**config.mk**
```make
export PLATFORM = sky130hd
export DESIGN_NAME = led_scan_ctrl_flat
export DESIGN_NICKNAME = d
export VERILOG_FILES = /design/src/rtl/led_matrix_pkg.sv /design/src/rtl/led_scan_ctrl_if.sv /design/src/rtl/scan_slot_timer.sv /design/src/rtl/led_scan_ctrl.sv /design/src/flat_wrapper.sv
export SDC_FILE = /design/constraint.sdc
export NUM_CORES = 1
export LEC_CHECK = 0
export CAP_MARGIN = 20
export CELL_PAD_IN_SITES_DETAIL_PLACEMENT = 2
export CELL_PAD_IN_SITES_GLOBAL_PLACEMENT = 2
export CORE_MARGIN = 4
export CORE_UTILIZATION = 33
export CTS_CLUSTER_SIZE = 24
export DETAILED_ROUTE_END_ITERATION = 12
export PLACE_DENSITY = 0.9
export SLEW_MARGIN = 20
export SYNTH_ARGS = -nofsm -noshare
export SYNTH_HDL_FRONTEND = slang
export SYNTH_HIERARCHICAL = 1
export SYNTH_SLANG_ARGS = --single-unit
```
**constraint.sdc**
```tcl
create_clock -name clk -period 2.6 [get_ports clk]
set_input_delay 0.39 -clock clk [delete_from_list [all_inputs] [get_ports clk]]
set_output_delay 0.39 -clock clk [all_outputs]
set_load 0.01 [all_outputs]
```
**src/rtl/led_matrix_pkg.sv**
```systemverilog
// Shared definitions for the 4x4 LED matrix: slot indexing, row/column fields
// and the frame sequencer state encoding.
package led_matrix_pkg;

    localparam int N_LEDS  = 16;
    localparam int IDX_W   = 4;
    localparam int ROW_LSB = 2;
    localparam int ROW_W   = 2;
    localparam int COL_LSB = 0;
    localparam int COL_W   = 2;

    typedef logic [IDX_W-1:0]  led_idx_t;
    typedef logic [N_LEDS-1:0] frame_t;

    typedef enum logic [1:0] {
        IDLE,
        SCAN,
        BLANK
    } scan_state_e;

    function automatic logic [ROW_W-1:0] led_row(input led_idx_t idx);
        return idx[ROW_LSB +: ROW_W];
    endfunction

    function automatic logic [COL_W-1:0] led_col(input led_idx_t idx);
        return idx[COL_LSB +: COL_W];
    endfunction

endpackage

```
**src/rtl/led_scan_ctrl_if.sv**
```systemverilog
// Frame upload handshake: the upstream pushes one 16-bit frame per
// valid & ready beat into the sequencer's pending buffer.
interface led_scan_ctrl_if;
    import led_matrix_pkg::*;

    logic   frame_valid;
    frame_t frame_data;
    logic   frame_ready;

    modport master (output frame_valid, output frame_data, input frame_ready);
    modport slave  (input frame_valid, input frame_data, output frame_ready);

endinterface

```
**src/rtl/scan_slot_timer.sv**
```systemverilog
// Loadable down-counter: load_i arms it for CYCLES clocks, tc_o flags the
// final counted cycle and near_tc_o the cycle just before it.
module scan_slot_timer #(
    parameter int CYCLES = 4
) (
    input  logic clk,
    input  logic rst_n,
    input  logic clear_i,
    input  logic en_i,
    input  logic load_i,
    output logic tc_o,
    output logic near_tc_o
);

    localparam int               CNT_W    = (CYCLES > 1) ? $clog2(CYCLES) : 1;
    localparam logic [CNT_W-1:0] LOAD_VAL = CNT_W'(CYCLES - 1);

    logic [CNT_W-1:0] cnt_q;
    logic [CNT_W-1:0] cnt_d;

    always_comb begin
        // NOTE: default first, so every path assigns cnt_d and no latch is inferred.
        cnt_d = cnt_q;
        if (load_i) begin
            cnt_d = LOAD_VAL;
        end else if (en_i && (cnt_q != '0)) begin
            cnt_d = cnt_q - CNT_W'(1);
        end
    end

    always_ff @(posedge clk) begin
        // NOTE: non-blocking updates keep every flop sampling pre-edge values.
        if (!rst_n || clear_i) begin
            cnt_q <= '0;
        end else begin
            cnt_q <= cnt_d;
        end
    end

    assign tc_o      = en_i && (cnt_q == '0);
    assign near_tc_o = en_i && (cnt_q == CNT_W'(1));

endmodule

```
**src/rtl/led_scan_ctrl.sv**
```systemverilog
// Frame-level sequencer for the 4x4 LED scanner: double-buffers incoming
// frames and swaps them in only at a frame boundary.
module led_scan_ctrl
    import led_matrix_pkg::*;
#(
    parameter int DWELL_CYCLES = 4,
    parameter int BLANK_CYCLES = 2,
    parameter int MIN_REPEAT   = 1
) (
    input  logic                  clk,
    input  logic                  rst_n,
    input  logic                  clear,
    led_scan_ctrl_if.slave        frame_if,
    output logic                  data_led,
    output logic [IDX_W-1:0]      led_idx,
    output logic                  slot_start,
    output logic                  frame_done,
    output logic                  busy
);

    localparam led_idx_t         LAST_IDX = led_idx_t'(N_LEDS - 1);
    localparam int               REP_W    = (MIN_REPEAT > 1) ? $clog2(MIN_REPEAT + 1) : 1;
    localparam logic [REP_W-1:0] REP_SAT  = REP_W'(MIN_REPEAT);
    localparam logic [REP_W-1:0] REP_THR  = REP_W'(MIN_REPEAT - 1);

    scan_state_e      state_q, state_d;
    frame_t           active_q, active_d;
    frame_t           pending_q, pending_d;
    logic             pending_full_q, pending_full_d;
    logic [REP_W-1:0] rep_cnt_q, rep_cnt_d;
    led_idx_t         led_idx_q, led_idx_d;
    logic             data_led_q, data_led_d;
    logic             slot_start_q, slot_start_d;
    logic             frame_done_q, frame_done_d;
    logic             busy_q, busy_d;
    logic             frame_ready_q, frame_ready_d;

    logic dwell_load, dwell_tc, dwell_near_tc;
    logic blank_load, blank_tc, blank_near_tc;
    logic transfer;
    logic rep_ok;

    scan_slot_timer #(.CYCLES(DWELL_CYCLES)) u_dwell (
        .clk       (clk),
        .rst_n     (rst_n),
        .clear_i   (clear),
        .en_i      (state_q == SCAN),
        .load_i    (dwell_load),
        .tc_o      (dwell_tc),
        .near_tc_o (dwell_near_tc)
    );

    scan_slot_timer #(.CYCLES(BLANK_CYCLES)) u_blank (
        .clk       (clk),
        .rst_n     (rst_n),
        .clear_i   (clear),
        .en_i      (state_q == BLANK),
        .load_i    (blank_load),
        .tc_o      (blank_tc),
        .near_tc_o (blank_near_tc)
    );

    assign transfer = frame_if.frame_valid && frame_ready_q;
    // rep_cnt saturates at MIN_REPEAT, so "rep_cnt+1 >= MIN_REPEAT" is one of two values.
    assign rep_ok   = (rep_cnt_q == REP_THR) || (rep_cnt_q == REP_SAT);

    always_comb begin
        state_d        = state_q;
        active_d       = active_q;
        pending_d      = pending_q;
        pending_full_d = pending_full_q;
        rep_cnt_d      = rep_cnt_q;
        led_idx_d      = led_idx_q;
        slot_start_d   = 1'b0;
        frame_done_d   = 1'b0;
        dwell_load     = 1'b0;
        blank_load     = 1'b0;

        if (transfer) begin
            pending_d      = frame_if.frame_data;
            pending_full_d = 1'b1;
        end

        unique case (state_q)
            IDLE: begin
                if (pending_full_q) begin
                    active_d       = pending_q;
                    pending_full_d = 1'b0;
                    rep_cnt_d      = '0;
                    state_d        = SCAN;
                    led_idx_d      = '0;
                    slot_start_d   = 1'b1;
                    dwell_load     = 1'b1;
                end
            end
            SCAN: begin
                if (dwell_tc) begin
                    if (led_idx_q == LAST_IDX) begin
                        state_d      = BLANK;
                        blank_load   = 1'b1;
                        frame_done_d = (BLANK_CYCLES == 1);
                    end else begin
                        led_idx_d    = led_idx_q + led_idx_t'(1);
                        slot_start_d = 1'b1;
                        dwell_load   = 1'b1;
                    end
                end
            end
            BLANK: begin
                if (blank_tc) begin
                    state_d      = SCAN;
                    led_idx_d    = '0;
                    slot_start_d = 1'b1;
                    dwell_load   = 1'b1;
                    if (pending_full_q && rep_ok) begin
                        active_d       = pending_q;
                        pending_full_d = 1'b0;
                        rep_cnt_d      = '0;
                    end else if (rep_cnt_q != REP_SAT) begin
                        rep_cnt_d = rep_cnt_q + REP_W'(1);
                    end
                end else begin
                    frame_done_d = blank_near_tc;
                end
            end
            default: state_d = IDLE;
        endcase

        data_led_d    = (state_d == SCAN) && active_d[led_idx_d];
        busy_d        = (state_d != IDLE);
        frame_ready_d = !pending_full_d;
    end

    always_ff @(posedge clk) begin
        if (!rst_n || clear) begin
            // NOTE: the frame buffers are reset too, so a flushed frame can never reappear.
            state_q        <= IDLE;
            active_q       <= '0;
            pending_q      <= '0;
            pending_full_q <= 1'b0;
            rep_cnt_q      <= '0;
            led_idx_q      <= '0;
            data_led_q     <= 1'b0;
            slot_start_q   <= 1'b0;
            frame_done_q   <= 1'b0;
            busy_q         <= 1'b0;
            frame_ready_q  <= 1'b1;
        end else begin
            state_q        <= state_d;
            active_q       <= active_d;
            pending_q      <= pending_d;
            pending_full_q <= pending_full_d;
            rep_cnt_q      <= rep_cnt_d;
            led_idx_q      <= led_idx_d;
            data_led_q     <= data_led_d;
            slot_start_q   <= slot_start_d;
            frame_done_q   <= frame_done_d;
            busy_q         <= busy_d;
            frame_ready_q  <= frame_ready_d;
        end
    end

    assign frame_if.frame_ready = frame_ready_q;
    assign data_led             = data_led_q;
    assign led_idx              = led_idx_q;
    assign slot_start           = slot_start_q;
    assign frame_done           = frame_done_q;
    assign busy                 = busy_q;

endmodule

```
**src/flat_wrapper.sv**
```systemverilog
// flat-port wrapper written by rule: the top's interface ports become plain ports
module led_scan_ctrl_flat import led_matrix_pkg::*;
#(
    parameter int DWELL_CYCLES = 4,
    parameter int BLANK_CYCLES = 2,
    parameter int MIN_REPEAT   = 1
)
  (clk, rst_n, clear, data_led, led_idx, slot_start, frame_done, busy, frame_if_frame_valid, frame_if_frame_data, frame_if_frame_ready);
  led_scan_ctrl_if frame_if_i ();
  input  logic clk;
  input  logic rst_n;
  input  logic clear;
  output logic data_led;
  output logic [IDX_W-1:0] led_idx;
  output logic slot_start;
  output logic frame_done;
  output logic busy;
  input wire logic [$bits(frame_if_i.frame_valid)-1:0] frame_if_frame_valid;
  input wire logic [$bits(frame_if_i.frame_data)-1:0] frame_if_frame_data;
  output wire logic [$bits(frame_if_i.frame_ready)-1:0] frame_if_frame_ready;
  assign frame_if_i.frame_valid = frame_if_frame_valid;
  assign frame_if_i.frame_data = frame_if_frame_data;
  assign frame_if_frame_ready = frame_if_i.frame_ready;
  led_scan_ctrl #(.DWELL_CYCLES(DWELL_CYCLES), .BLANK_CYCLES(BLANK_CYCLES), .MIN_REPEAT(MIN_REPEAT)) u_core (.clk(clk), .rst_n(rst_n), .clear(clear), .frame_if(frame_if_i), .data_led(data_led), .led_idx(led_idx), .slot_start(slot_start), .frame_done(frame_done), .busy(busy));
endmodule
```
# --- Word level (Yosys, flattened, before mapping) ---
# Cells that the tools add are included.
classes:
  bitwise: 2
  eq_ne: 4
  n_reduce_logical: 16
  mux: 31
  magnitude_cmp: 1
  add_sub_neg: 3
ops:
  columns: ["operator", "count"]
  rows:
  - ["$mux 16", 2]
  - ["$pmux 16 s2", 1]
  - ["$mux 4", 4]
  - ["$mux 1", 13]
  - ["$mux 2", 6]
  - ["$pmux 4 s3", 1]
  - ["$reduce_bool 2->1", 4]
  - ["$logic_and 1x1->1", 6]
  - ["$pmux 2 s3", 1]
  - ["$lt 4x5->1 const B", 1]
  - ["$add 4x1->4 const B", 1]
  - ["$bmux 1 s4", 1]
  - ["$eq 2x1->1 const B", 2]
  - ["$eq 4x4->1 const B", 1]
  - ["$logic_not 2->1", 2]
  - ["$pmux 1 s3", 1]
  - ["$reduce_or 3->1", 1]
  - ["$eq 2x2->1 const B", 1]
  - ["$logic_not 1->1", 2]
  - ["$not 1->1", 2]
  - ["$pmux 1 s2", 1]
  - ["$sub 2x1->2 const B", 1]
  - ["$logic_or 1x1->1", 1]
  - ["$sub 1x1->1 const B", 1]
totals:
  reg_bits: 47
  word_cells: 69
  input_bits: 20
  output_inout_bits: 9

# --- Longest topological paths before layout ---
logic_depth:
  ltp_word: 7
  ltp_mapped: 12
  depth_no_buf: 10

# --- Hierarchy ---
# Netlist, hierarchy kept.
by_module_without_submodules:
  columns: ["module", "cells_each", "seq_area_each_um2", "area_per_inst_um2", "n_inst"]
  rows:
  - ["led_scan_ctrl", 212, 880.8, 1884.3, 1]
  - ["scan_slot_timer (u_core.u_dwell)", 16, 40.0, 145.1, 1]
  - ["scan_slot_timer (u_core.u_blank)", 6, 20.0, 56.3, 1]

# --- Least setup slack after synthesis ---
# OpenSTA, ideal clock, no wires.
synth_path:
  kind: "reg2reg"
  start: "reg u_core.state_q[0]"
  end: "reg u_core.data_led_q, in the netlist u_core/data_led"
  required_time_ns: 2.521
  arrival_time_ns: 2.260
  n_path_buf: 2
  path_slack_ns: 0.260
  setup_ns: 0.079
  stages_incl_launch_ff: 11
  period_less_slack_ns: 2.340
  cell_sequence: "dfxtp_1 -> buf_2 -> and2b_1 -> and2_1 -> nand3b_4 -> or2_0 -> o21ai_2 -> buf_6 -> mux2i_1 -> a2111o_1 -> a211oi_2"
synth_between:
  elab_chain_len: 7
  word_cells_on_any_way: 19
  cone_classes: "3 x eq/ne; 12 x mux; 4 x reduce/logical"
synth_rtl:
  columns: ["item", "line_no", "rtl"]
  rows:
  - ["from (decl)", "led_scan_ctrl.sv:26", "scan_state_e state_q, state_d;"]
  - ["from (signal assigned)", "led_scan_ctrl.sv:149", "state_q <= state_d;"]
  - ["$eq 2x1->1 (*)", "led_scan_ctrl.sv:47", ".en_i (state_q == SCAN),"]
  - ["$logic_and 1x1->1 (*)", "scan_slot_timer.sv:40", "assign tc_o = en_i && (cnt_q == '0);"]
  - ["net u_core.dwell_tc", "led_scan_ctrl.sv:38", "logic dwell_load, dwell_tc, dwell_near_tc;"]
  - ["$mux 4", "led_scan_ctrl.sv:97", "if (dwell_tc) begin"]
  - ["$pmux 4 s3", "led_scan_ctrl.sv:84", "unique case (state_q)"]
  - ["$bmux 1 s4", "led_scan_ctrl.sv:129", "data_led_d = (state_d == SCAN) && active_d[led_idx_d];"]
  - ["$mux 1 (implied by the code)", "led_scan_ctrl.sv:129", null]
  - ["$logic_and 1x1->1 (*)", "led_scan_ctrl.sv:129", null]
  - ["to (signal assigned)", "led_scan_ctrl.sv:155", "data_led_q <= data_led_d;"]
  - ["to (decl)", "led_scan_ctrl.sv:32", "logic data_led_q, data_led_d;"]
# Mark *: on every way through the listed nets, which the timed path passes. The rest lies on a longest branch. The select of a mux whose other input is x is not followed.
# A chain may end at the register's enable or synchronous reset.

# --- Worst setup path after layout ---
layout_path:
  start: "reg u_core.state_q[1]"
  end: "reg u_core.data_led_q, in the netlist u_core/data_led"
layout_between:
  elab_chain_len: 7
  word_cells_on_any_way: 19
  cone_classes: "3 x eq/ne; 12 x mux; 4 x reduce/logical"
layout_rtl:
  columns: ["item", "line_no", "rtl"]
  rows:
  - ["$eq 2x2->1 (*)", "led_scan_ctrl.sv:57", ".en_i (state_q == BLANK),"]
  - ["$logic_and 1x1->1 (*)", "scan_slot_timer.sv:40", null]
  - ["net u_core.blank_tc", "led_scan_ctrl.sv:39", "logic blank_load, blank_tc, blank_near_tc;"]
  - ["$mux 4 / $mux 16 (equally long branches)", "led_scan_ctrl.sv:110", "if (blank_tc) begin"]
  - ["$pmux 4 s3 / $pmux 16 s2 (equally long branches)", "led_scan_ctrl.sv:84", null]
  - ["$bmux 1 s4", "led_scan_ctrl.sv:129", null]
  - ["$mux 1 (implied by the code)", "led_scan_ctrl.sv:129", null]
  - ["$logic_and 1x1->1 (*)", "led_scan_ctrl.sv:129", null]
# Marked as above.

==> impl_summary.txt <==
----------------------------------------------------
[Outcome]
  Run status ... complete, no violations

[Pwr]
  Power share of the clock group ... 42.8%
  Combinational share of power ... 7.8%
  Switch share ... 21.9%
  Total power after layout ... 1500 uW
  Pwr dens ... 567 nW/um^2
  Maximum ir drop on the vdd rail ... 455 uV
  Sequential share of power ... 49.4%
  Leakage ... 0.00111 uW
  Internal power ... 1170 uW
  Net switching power figure ... 327 uW

[Hold path]
  Worst-case hold path end point ... u_core/pending_q[5]
  Class of the tightest hold or removal check ... reg2reg
  Cell depth of the worst hold path ... 2
  Beginning of the worst hold path ... u_core/pending_q[5]

[Die]
  Core region area ... 5990 sq um
  Num rows ... 28
  Initial core utilization ... 34.5%
  Die area ... 7590 sq um
  Height of the die ... 87.1 microns
  Num ports ... 29
  Horizontal extent of the die ... 87.1 microns

[Critical path]
  Source of the worst register-to-register timing path ... u_core/state_q[1]
  Category of the most critical setup path ... reg2reg
  Crit path required time ... 2.83 ns
  Worst reg2reg path depth ... 11
  Internal reg-to-reg setup slack ... 0.09 ns
  Arrival time of the worst setup path ... 2.74 ns
  R2R Path End ... u_core/data_led
  Worst Setup Start Kind ... register
  Crit path capture type ... register
  Critical Path Fanout Max ... 8

[Layout]
  Synthesis-to-layout area growth ... 27.7%
  Non-Filler Instances ... 344
  Layout cells sized above 1 ... 14.1%
  Final-stage net count ... 290
  Layout fillers ... 647
  Number of diodes added for antenna fixing ... 0

[Yosys]
  Post-Synthesis Net Count ... 254
  Cell area after technology mapping ... 2070 sq um
  Per-instance average area after synthesis ... 8.91 sq um
  Yosys warning count ... 6
  Post-Syn Instances ... 232

[Clock tree]
  CTS tree ... yes
  Total CTS buffers ... 5
  CTS sink count ... 47
  Post-CTS Setup Repair Bufs ... 0
  Hold buffer count at CTS ... 0
  Maximum buffer depth of the clock tree ... 2
  Root buffer selected by CTS ... sky130_fd_sc_hd__clkbuf_8
  H-tree levels ... 2
  Clock latency on the worst-skew pair ... 0.30 ns
  Clock transition at the register clock pins on the worst setup and hold paths after CTS ... 0.09 ns

[Drt]
  Post-route antenna net violation count ... 0
  Initial DRC Count ... 60
  Per-cell routed wire length ... 18.9 microns
  1st-pass router iterations ... 4
  Routed vias/inst ... 5.27
  Routed wire length ... 6.49 mm
  Via Count ... 1813
  Total DRC errors in the routed layout ... 0

[Timing]
  Slew HR ... 59.4%
  Fmax ... 398 MHz
  Count of endpoints failing setup in the final report ... 0
  Transition time at the pin with the least slew margin ... 0.607 ns
  Total Negative Setup Slacks ... 0 ns
  Ratio of final minimum period to clock period ... 96.6%
  Final critical-path required period ... 2.51 ns
  Number of max-slew violations in the final report ... 0
  Final number of hold-violating endpoints ... 0
  Final Skew ... 0.00933 ns
  Unrepaired setup endpoints after global routing ... no
  Worst Hold Slack ... 0.464 ns

[Global routing]
  Number of global-route vias before repair ... 2076
  Wire length of the first global-routing pass ... 10.6 mm
  Leftover overflow at the end of global routing ... 0
  Antenna violations before repair ... 0
  Largest net degree at the start of global routing ... 18
  Global router's overall resource usage ... 18.2%

[Placed design]
  Routability-driven placement congestion ratio ... 0.809
  Count of buffers inserted at the top-level ports ... 28
  Detailed placer's ending HPWL ... 4.58 mm
  Inst Count DP ... 336

[Job]
  Count of max-cap constraint violations ... 0

----------------------------------------------------
worst max-delay path, stage by stage (launching register included):
cell,delay (ns)
sky130_fd_sc_hd__dfxtp_2,0.38
sky130_fd_sc_hd__inv_1,0.12
sky130_fd_sc_hd__nor2_1,0.09
sky130_fd_sc_hd__and2b_2,0.24
sky130_fd_sc_hd__mux2i_2,0.31
sky130_fd_sc_hd__o221ai_2,0.18
sky130_fd_sc_hd__o21ai_4,0.14
sky130_fd_sc_hd__buf_4,0.23
sky130_fd_sc_hd__mux2_2,0.35
sky130_fd_sc_hd__nor2_1,0.13
sky130_fd_sc_hd__o21ai_1,0.11
sky130_fd_sc_hd__a211oi_2,0.16
power by group through the flow:
stage	Clock, uW	Combinational [uW]	Sequential, uW
final	641	116	740
after global routing	694	129	742
after CTS	661	116	740
after detailed placement	0	115	756
after global placement	0	109	755
after floorplan	0	56.8	754
per-stage QoR:
stage	util, %	cell area, sq um	setup slack [ns]
global placement	41.3	2470	0.190
floorplan	-	2070	0.273
global route	44.1	2640	0.0216
finish	44.1	2640	0.0897
CTS	43.7	2620	0.0320
detailed placement	41.3	2470	-0.0159
per-layer routing:
layer	up-vias	routed length [microns]	GRT usage, %	share of wire (%)
li1	867	-	-	-
met1	914	2710	20.8	42
met2	28	3530	34.6	54
met3	4	194	3.22	3.0
met4	0	61	4.46	0.94
met5	-	0	0	0
worst max-delay path by stage:
stage,start,to,slack (ns),cells past startpoint
2_1_floorplan,u_core/state_q[0],u_core/data_led,0.27,10
3_3_place_gp,u_core/state_q[1],u_core/data_led,0.19,10
3_5_place_dp,u_core/state_q[1],u_core/data_led,-0.02,10
4_1_cts,u_core/state_q[1],u_core/data_led,0.03,11
5_1_grt,u_core/state_q[1],u_core/data_led,0.02,10
6_report,u_core/state_q[1],u_core/data_led,0.09,11
cell type report:
type	instances	area (sq um)	share of cell area [%]
Tap cell	75	93.8	3.55
Sequential cell	47	942	35.7
Inverter	7	26.3	0.995
Timing Repair Buffer	40	370	14.0
Clock buffer	5	68.8	2.61
Multi-Input combinational cell	167	1070	40.6
Clock inverter	3	67.6	2.56
timing repair:
action,4_1_cts,5_1_grt
pin swaps,0,0
setup endpoints to repair,1,1
gates resized for setup,2,6
cloned,0,0
placed cells by master (no fill, tap or decap), types with 3 or more instances in the layout:
cell type and count:
sky130_fd_sc_hd__o21ai_0 3, sky130_fd_sc_hd__clkdlybuf4s50_1 28, sky130_fd_sc_hd__clkbuf_8 5, sky130_fd_sc_hd__buf_4 12, sky130_fd_sc_hd__a21oi_1 22, sky130_fd_sc_hd__mux2i_1 17, sky130_fd_sc_hd__nand2b_1 5, sky130_fd_sc_hd__inv_1 7
sky130_fd_sc_hd__nor2_1 30, sky130_fd_sc_hd__nand2_1 35, sky130_fd_sc_hd__dfxtp_1 46, sky130_fd_sc_hd__nor2b_1 3, sky130_fd_sc_hd__and2_2 3
registers in the layout, summed over array words and instances (netlist names):
name                         count
u_core/led_idx                   4
u_core/frame_if.frame_ready      1
u_core/pending_q                16
u_core/frame_done                1
u_core/slot_start                1
u_core/u_blank/cnt_q             1
u_core/active_q                 16
u_core/busy                      1
u_core/data_led                  1
u_core/pending_full_q            1
u_core/state_q                   2
u_core/u_dwell/cnt_q             2
No activity file was read; power rests on OpenSTA's default activity.
